<file path="config.mk">
export PLATFORM = sky130hd
export DESIGN_NAME = seg7_scan_capture
export DESIGN_NICKNAME = d
export VERILOG_FILES = /design/src/rtl/seg7_scan_capture.sv
export SDC_FILE = /design/constraint.sdc
export NUM_CORES = 1
export LEC_CHECK = 0
export CAP_MARGIN = 5
export CORE_MARGIN = 8
export CORE_UTILIZATION = 60
export DETAILED_ROUTE_END_ITERATION = 10
export MAX_ROUTING_LAYER = met4
export PLACE_DENSITY = 0.92
export SLEW_MARGIN = 20
export SYNTH_ARGS = -nofsm -noshare
export SYNTH_HDL_FRONTEND = slang
export SYNTH_SLANG_ARGS = --single-unit
</file>
<file path="constraint.sdc">
create_clock -name clk_i -period 6.1 [get_ports clk_i]
set_input_delay 1.22 -clock clk_i [delete_from_list [all_inputs] [get_ports clk_i]]
set_output_delay 1.22 -clock clk_i [all_outputs]
set_load 0.02 [all_outputs]
</file>
<file path="src/rtl/seg7_scan_capture.sv">
// Receive side of the 4-digit multiplexed 7-segment driver: filters the scanned
// digit/segment lines, decodes each stable digit to BCD and assembles full frames.
module seg7_scan_capture #(
    parameter int STABLE_CYCLES = 16,
    parameter int FRAME_TIMEOUT = 262143
) (
    input  logic        clk_i,
    input  logic        rst_i,
    input  logic [3:0]  digit_i,
    input  logic [6:0]  segment_i,
    output logic [15:0] bcd_o,
    output logic        value_valid_o,
    output logic        digit_err_o,
    output logic        timeout_o
);
    localparam int RUN_W = $clog2(STABLE_CYCLES + 1);
    localparam int TO_W  = $clog2(FRAME_TIMEOUT + 1);
    localparam logic [RUN_W-1:0] RUN_MAX = RUN_W'(STABLE_CYCLES);
    localparam logic [TO_W-1:0]  TO_MAX  = TO_W'(FRAME_TIMEOUT);

    // Returns {decodable, bcd} for an active-low segment pattern.
    function automatic logic [4:0] decode_seg(input logic [6:0] seg_n);
        logic [6:0] seg;
        seg = ~seg_n;
        case (seg)
            7'h7E:   decode_seg = {1'b1, 4'd0};
            7'h30:   decode_seg = {1'b1, 4'd1};
            7'h6D:   decode_seg = {1'b1, 4'd2};
            7'h79:   decode_seg = {1'b1, 4'd3};
            7'h33:   decode_seg = {1'b1, 4'd4};
            7'h5B:   decode_seg = {1'b1, 4'd5};
            7'h5F:   decode_seg = {1'b1, 4'd6};
            7'h70:   decode_seg = {1'b1, 4'd7};
            7'h7F:   decode_seg = {1'b1, 4'd8};
            7'h7B:   decode_seg = {1'b1, 4'd9};
            default: decode_seg = {1'b0, 4'd0};
        endcase
    endfunction

    logic [3:0]       s_digit_q, s_digit_d;
    logic [6:0]       s_seg_q, s_seg_d;
    logic [RUN_W-1:0] run_q, run_d;
    logic             accept_q, accept_d;
    logic [3:0]       seen_q, seen_d;
    logic [15:0]      shadow_q, shadow_d;
    logic [15:0]      bcd_q, bcd_d;
    logic             valid_q, valid_d;
    logic             err_q, err_d;
    logic [TO_W-1:0]  tcnt_q, tcnt_d;
    logic             timeout_q, timeout_d;

    logic [4:0] decoded;
    logic [3:0] digit_n;
    logic [3:0] hit;
    logic [3:0] seen_new;

    always_comb begin
        s_digit_d = digit_i;
        s_seg_d   = segment_i;
        run_d     = run_q;
        seen_d    = seen_q;
        shadow_d  = shadow_q;
        bcd_d     = bcd_q;
        valid_d   = 1'b0;
        err_d     = 1'b0;
        tcnt_d    = tcnt_q;
        hit       = 4'b0000;
        seen_new  = seen_q;
        decoded   = decode_seg(s_seg_q);
        digit_n   = ~s_digit_q;

        if ({digit_i, segment_i} != {s_digit_q, s_seg_q}) begin
            run_d = {{(RUN_W-1){1'b0}}, 1'b1};
        end else if (run_q != RUN_MAX) begin
            run_d = run_q + 1'b1;
        end
        // The accept fires one cycle after the run saturates, so it acts on s as it stands.
        accept_d = (run_d == RUN_MAX) && (run_q != RUN_MAX);

        if (accept_q && (s_digit_q != 4'b1111)) begin
            case (digit_n)
                4'b1000: begin shadow_d[3:0]   = decoded[3:0]; hit = 4'b0001; end
                4'b0100: begin shadow_d[7:4]   = decoded[3:0]; hit = 4'b0010; end
                4'b0010: begin shadow_d[11:8]  = decoded[3:0]; hit = 4'b0100; end
                4'b0001: begin shadow_d[15:12] = decoded[3:0]; hit = 4'b1000; end
                default: hit = 4'b0000;
            endcase
            if ((hit == 4'b0000) || !decoded[4]) begin
                err_d    = 1'b1;
                shadow_d = shadow_q;
            end else begin
                seen_new = seen_q | hit;
                if (seen_new == 4'b1111) begin
                    bcd_d   = shadow_d;
                    valid_d = 1'b1;
                    seen_d  = 4'b0000;
                end else begin
                    seen_d = seen_new;
                end
            end
        end

        // A completed frame wins over a timeout landing on the same cycle.
        if (valid_d) begin
            tcnt_d = '0;
        end else if (tcnt_q != TO_MAX) begin
            tcnt_d = tcnt_q + 1'b1;
        end
        timeout_d = (tcnt_d == TO_MAX) && !valid_d;
    end

    always_ff @(posedge clk_i) begin
        if (rst_i) begin
            s_digit_q <= 4'b1111;
            s_seg_q   <= 7'h7F;
            run_q     <= '0;
            accept_q  <= 1'b0;
            seen_q    <= 4'b0000;
            shadow_q  <= 16'h0000;
            bcd_q     <= 16'h0000;
            valid_q   <= 1'b0;
            err_q     <= 1'b0;
            tcnt_q    <= '0;
            timeout_q <= 1'b0;
        end else begin
            s_digit_q <= s_digit_d;
            s_seg_q   <= s_seg_d;
            run_q     <= run_d;
            accept_q  <= accept_d;
            seen_q    <= seen_d;
            shadow_q  <= shadow_d;
            bcd_q     <= bcd_d;
            valid_q   <= valid_d;
            err_q     <= err_d;
            tcnt_q    <= tcnt_d;
            timeout_q <= timeout_d;
        end
    end

    assign bcd_o         = bcd_q;
    assign value_valid_o = valid_q;
    assign digit_err_o   = err_q;
    assign timeout_o     = timeout_q;
endmodule

</file>
# After elaboration in Yosys (flattened, before gate mapping)

Cells that the tools add are included.

$add $sub $neg: 2
Eq/ne operators: 21
Multiplexer cells: 16
Bitwise operators: 5
Reduce and logical (&&, ||, !) cells: 10

Operator list:

| kind                                                             | count |
|---|---|
| 7-bit == test (second input constant)                            | 8 |
| 5-bit one-hot mux with 10 select lines                           | 1 |
| 18-bit two-way mux                                               | 2 |
| 4-bit two-way mux                                                | 6 |
| 18-bit by 1-bit adder with 18-bit output (second input constant) | 1 |
| 18-bit == test (second input constant)                           | 1 |
| 18-bit inequality test (second input constant)                   | 1 |
| 4-bit one-hot mux with 4 select lines                            | 1 |
| 7-bit by 6-bit == test with 1-bit output (second input constant) | 2 |
| 11-bit inequality test                                           | 1 |
| 5-bit two-way mux                                                | 2 |
| 4-bit == test (second input constant)                            | 2 |
| 7-bit inverter                                                   | 1 |
| 5-bit by 1-bit adder with 5-bit output (second input constant)   | 1 |
| 5-bit == test (second input constant)                            | 1 |
| 5-bit inequality test (second input constant)                    | 1 |
| 4-bit by 1-bit == test with 1-bit output (second input constant) | 1 |
| 4-bit by 2-bit == test with 1-bit output (second input constant) | 1 |
| 4-bit by 3-bit == test with 1-bit output (second input constant) | 1 |
| 4-bit logical NOT                                                | 1 |
| 1-bit two-way mux                                                | 4 |
| 4-bit inequality test (second input constant)                    | 1 |
| 4-bit inverter                                                   | 1 |
| 4-bit OR                                                         | 1 |
| 7 further kinds                                                  | 11 |

Bits in registers: 74

# Depth between registers and ports, before layout

Depth after elaboration: 12
Mapped depth: 9
Gate-level depth less buffers: 7

# Least setup slack after synthesis

OpenSTA, ideal clock, no wires.

Path kind: register to register
Start point: register tcnt_q[0]
End point: register timeout_q, in the netlist timeout_o
Arrival time: 2099 ps
Data required time: 6013 ps
Path slack: 3914 ps
Cell stages (with the launch flop): 8
Path buffers: 0
Cell sequence: dfxtp_1 -> ha_1 -> nand3_1 -> nor3_4 -> nand2_4 -> mux2_1 -> a2111o_1 -> nor4b_2

Longest elaborated chain between the ends: 5

Ends and longest elaborated chain:

| element                                                                                   | RTL line | text |
|---|---|---|
| from (decl)                                                                               | 49       | `logic [TO_W-1:0] tcnt_q, tcnt_d;` |
| from (signal assigned)                                                                    | 135      | `tcnt_q <= tcnt_d;` |
| 18-bit by 1-bit adder with 18-bit output / 18-bit inequality test (equally long branches) | 107, 106 |  |
| 18-bit two-way mux *                                                                      | 106      | `end else if (tcnt_q != TO_MAX) begin` |
| 18-bit two-way mux *                                                                      | 104      | `if (valid_d) begin` |
| 18-bit == test *                                                                          | 109      | `timeout_d = (tcnt_d == TO_MAX) && !valid_d;` |
| 1-bit logical AND *                                                                       | 109      |  |
| to (signal assigned)                                                                      | 136      | `timeout_q <= timeout_d;` |
| to (decl)                                                                                 | 50       | `logic timeout_q, timeout_d;` |

Mark *: on every way between the ends. The rest lies on a longest branch, timed or not.
A chain may end at the register's enable or synchronous reset.

# Final worst setup path

Start point: register s_seg_q[0]
End point: register bcd_q[15], in the netlist bcd_o[15]

Longest elaborated chain between the ends: 7

Ends and longest elaborated chain:

| element                                                                          | RTL line | text |
|---|---|---|
| from (decl)                                                                      | 41       | `logic [6:0] s_seg_q, s_seg_d;` |
| from (signal assigned)                                                           | 127      | `s_seg_q <= s_seg_d;` |
| 7-bit inverter *                                                                 | 24       | `seg = ~seg_n;` |
| 7-bit == test / 7-bit by 6-bit == test with 1-bit output (equally long branches) | 25       | `case (seg)` |
| 5-bit one-hot mux with 10 select lines *                                         | 25       |  |
| 1-bit logical NOT                                                                | 88       | `if ((hit == 4'b0000) \|\| !decoded[4]) begin` |
| 1-bit logical OR                                                                 | 88       |  |
| 1-bit inverter (no source line)                                                  | n/a      |  |
| 3-bit AND reduction (no source line)                                             | n/a      |  |
| to (signal assigned)                                                             | 120      | `bcd_q <= 16'h0000;` |
| to (signal assigned)                                                             | 132      | `bcd_q <= bcd_d;` |
| to (decl)                                                                        | 46       | `logic [15:0] bcd_q, bcd_d;` |

Marks and branches as above.

==> metrics.md <==
| Metric | Value |
|---|---|
| CTS H-tree lvls | `3` |
| # Post-CTS Setup Buffers | `0` |
| CTS Buf Count | `9` |
| Layout filler cell count | `410` |
| Number of diodes | `0` |
| Power per Cell Area | `between 200 and 250 nW/um^2` |
| Post-synth ARST share | `0%` |
| Fin. Hold Viols | `0` |
| Met1 Use GR | `21.6%` |
| Worst-Skew Late Latency | `between 300 and 400 ps` |
| Syn Nets | `~450` |
| Outcome | `complete, no violations` |
| Post-route cell area | `4120 sq um` |
| Die area | `8710 sq um` |
| Period utilization | `46.7%` |
| CP max stage delay | `790 ps` |
| Rows | `28` |
| Max Slew Vio Count | `0` |
| Wirelength, routed | `7590 um` |
| Final Skew | `12.0 ps` |
| Main flop type after synthesis | `dfxtp_1` |
| # clock sinks | `74` |
| Vias per std cell | `5.78` |
| Gr ovfl total | `0` |
| Share of post-route cells with drive strength above 1 | `9.11%` |
| Number of synthesized flops with an enable pin | `0` |
| 1st-pass router iterations | `4` |
| Gpl congestion | `0.888` |
| CP Max Fanout | `17` |
| Rel. slew slack | `38.0%` |
| Max-cap violations | `0` |
| Seq. cell area | `1480 sq um` |
| Num ports | `32` |
| Worst Path Arrival | `3090 ps` |
| CP Cell Sequence | `and4bb_1 -> o31ai_1 -> a31o_2 -> or3_1 -> mux2i_1 -> nor2_1` |
| First-pass GRT wire length | `around 13000 um` |
| Gr busiest metal | `met2` |
| Seq cells post-synth | `74` |
| Routed WL per cell | `14.5 um` |
| Count of non-filler cells in the finished layout | `525` |
| Mapped Cells | `429` |
| Vias in the first global route | `between 2k and 3k` |
| Port-buffer cells | `31` |
| Die height | `93.4 um` |
| Max Root-Sink Buffers | `2` |
| M3 GR Usage | `4.57%` |
| Crit. End Element | `flip-flop` |
| CORE AREA | `5850 sq um` |
| Slowest CP cell | `or3_1` |
| Sequential area share after synthesis | `41.3%` |
| Total Routing Usage GR | `18.8%` |
| Clock-pin slew on the worst setup and hold paths | `80 ps` |
| Max IR drop VDD | `0.208 mV` |
| Initial core utilization | `61.4%` |
| Residual DRC | `0` |
| Cell variety after synth | `58` |
| Routed vias | `3037` |
| CP Data Required Time | `6340 ps` |
| Synth Area per Inst | `8.37 sq um` |
| Post-Syn Area | `~3600 sq um` |
| Hold Crit Class | `flip-flop to flip-flop` |
| Sum Neg Setup Slack | `0 ps` |
| Pleak | `1.53 nW` |
| Hold-fix buffers, CTS | `0` |
| Yosys Warn Count | `0` |
| Final #Nets | `~460` |
| Post-CTS sizing | `0` |
| Max Fclk | `0.351 GHz` |
| Placed cells | `slightly above 500` |
| HPWL after DPL | `5230 um` |
| RSZ-0062 raised after global routing | `false` |
| Post-route ant nets | `0` |
| Area grow syn2layout | `14.8%` |
| Root Driver | `clkbuf_8` |
| Largest net degree at the start of global routing | `48` |
| Min Tclk post-route | `2850 ps` |
| Initial DRC count | `between 150 and 200` |
| Critical Path Source Type | `flip-flop` |
| CTS tree | `yes` |
| Area occupied by multi-input gates | `1940 sq um` |
| Post-Place Cell Area | `3870 sq um` |
| # setup viols final | `0` |
| Chip width | `93.4 um` |
| Worst-margin pin slew | `930 ps` |
| GR Util met2 | `31.0%` |
| Initial antenna violation count | `0` |
| Pwr Total | `a little over 0.001 W` |
| Critical path class | `flip-flop to flip-flop` |
==> through the flow <==
stage          util (%)  hold WS, ps  worst slack, ps
2_1_floorplan         -          426             3910
3_3_place_gp       66.2          436             3180
3_5_place_dp       66.2          449             3130
4_1_cts            70.5          460             3250
5_1_grt            70.5          484             3030
6_report           70.5          459             3250
==> power breakdown <==
group	total [W]	internal, W	switching (W)
combinational	0.0000501	0.0000251	0.0000251
clock	0.000472	0.000283	0.000188
sequential	0.000502	0.000489	0.0000130
total	0.00102	0.000797	0.000227
==> cells in the mapped netlist, types with 3 or more instances <==
| library cell | count | area share (%) |
|---|---|---|
| a21oi_1 | 28 | 3.9 |
| dfxtp_1 | 74 | 41 |
| a31oi_1 | 3 | 0.52 |
| inv_1 | 9 | 0.94 |
| nand2_1 | 33 | 3.5 |
| nand3_1 | 21 | 2.9 |
| buf_2 | 13 | 1.8 |
| xnor2_1 | 18 | 4.4 |
| nor2_1 | 56 | 5.9 |
| clkbuf_1 | 9 | 0.94 |
| nand4b_1 | 3 | 0.73 |
| and3_1 | 5 | 0.87 |
| or2_2 | 12 | 2.1 |
| nor2b_1 | 5 | 0.87 |
| o21ai_0 | 26 | 3.6 |
| nor3_1 | 23 | 3.2 |
| xor2_1 | 9 | 2.2 |
| nand4_1 | 7 | 1.2 |
| ha_1 | 3 | 1.0 |
| nand2b_1 | 4 | 0.70 |
| mux2i_1 | 18 | 5.0 |
==> placed cells by master (no fill, tap or decap), types with 7 or more instances in the layout <==
cell type	n
nand2_1	33
inv_1	9
nand3_1	21
o21ai_0	26
xnor2_1	18
dfxtp_1	74
nor2_1	56
a21oi_1	28
xor2_1	9
nor3_1	23
clkbuf_8	10
nand4_1	7
clkdlybuf4s50_1	31
mux2i_1	18
or2_2	12
==> cell type report <==
class / count / area share [%]
tap: 75 / 2.28
clock inverter: 6 / 2.76
multi-input combinational: 318 / 47.0
clock buffer: 10 / 3.34
timing repair buffer: 33 / 7.89
sequential: 74 / 35.9
inverter: 9 / 0.819
==> worst paths after layout <==
path / from / end / slack [ps] / cells after the start
worst min register to register: seen_q[3]$_SDFFE_PP0P_ / seen_q[3]$_SDFFE_PP0P_ / 460 / 2
worst min-delay path: seen_q[3]$_SDFFE_PP0P_ / seen_q[3]$_SDFFE_PP0P_ / 460 / 2
worst max-delay path: s_seg_q[0]$_SDFF_PP1_ / bcd_o[15]$_SDFFE_PP0P_ / 3250 / 6
worst max register to register: s_seg_q[0]$_SDFF_PP1_ / bcd_o[15]$_SDFFE_PP0P_ / 3250 / 6
==> critical path, delay by kind of cell (launching register included) <==
family	cells	cell delay [ps]
flip-flops	1	550
AND/OR/NAND/NOR	3	1070
multiplexers	1	280
AO/OA/AOI/OAI	2	810
==> logic make-up after synthesis <==
kind of cell / count (synthesis) / share of synthesized area [%]
flops: 74 / 41.3
buf+inv: 37 / 4.91
xor+xnor: 27 / 6.59
fa+ha+maj: 3 / 1.05
compound gates: 79 / 13.1
simple gates: 190 / 27.7
mux: 19 / 5.33
==> metal layers <==
layer	vias up	routed length [um]	share of wire, %
li1	1527	-	-
met1	1421	3260	43
met2	76	3780	50
met3	13	418	5.5
met4	0	128	1.7
met5	-	0	0
==> registers in the layout, indices dropped and copies added (netlist names) <==
signal,count
accept_q,1
bcd_o,16
digit_err_o,1
run_q,5
s_digit_q,4
s_seg_q,7
seen_q,4
shadow_q,16
tcnt_q,18
timeout_o,1
value_valid_o,1
(Power assumes the default switching activity.)
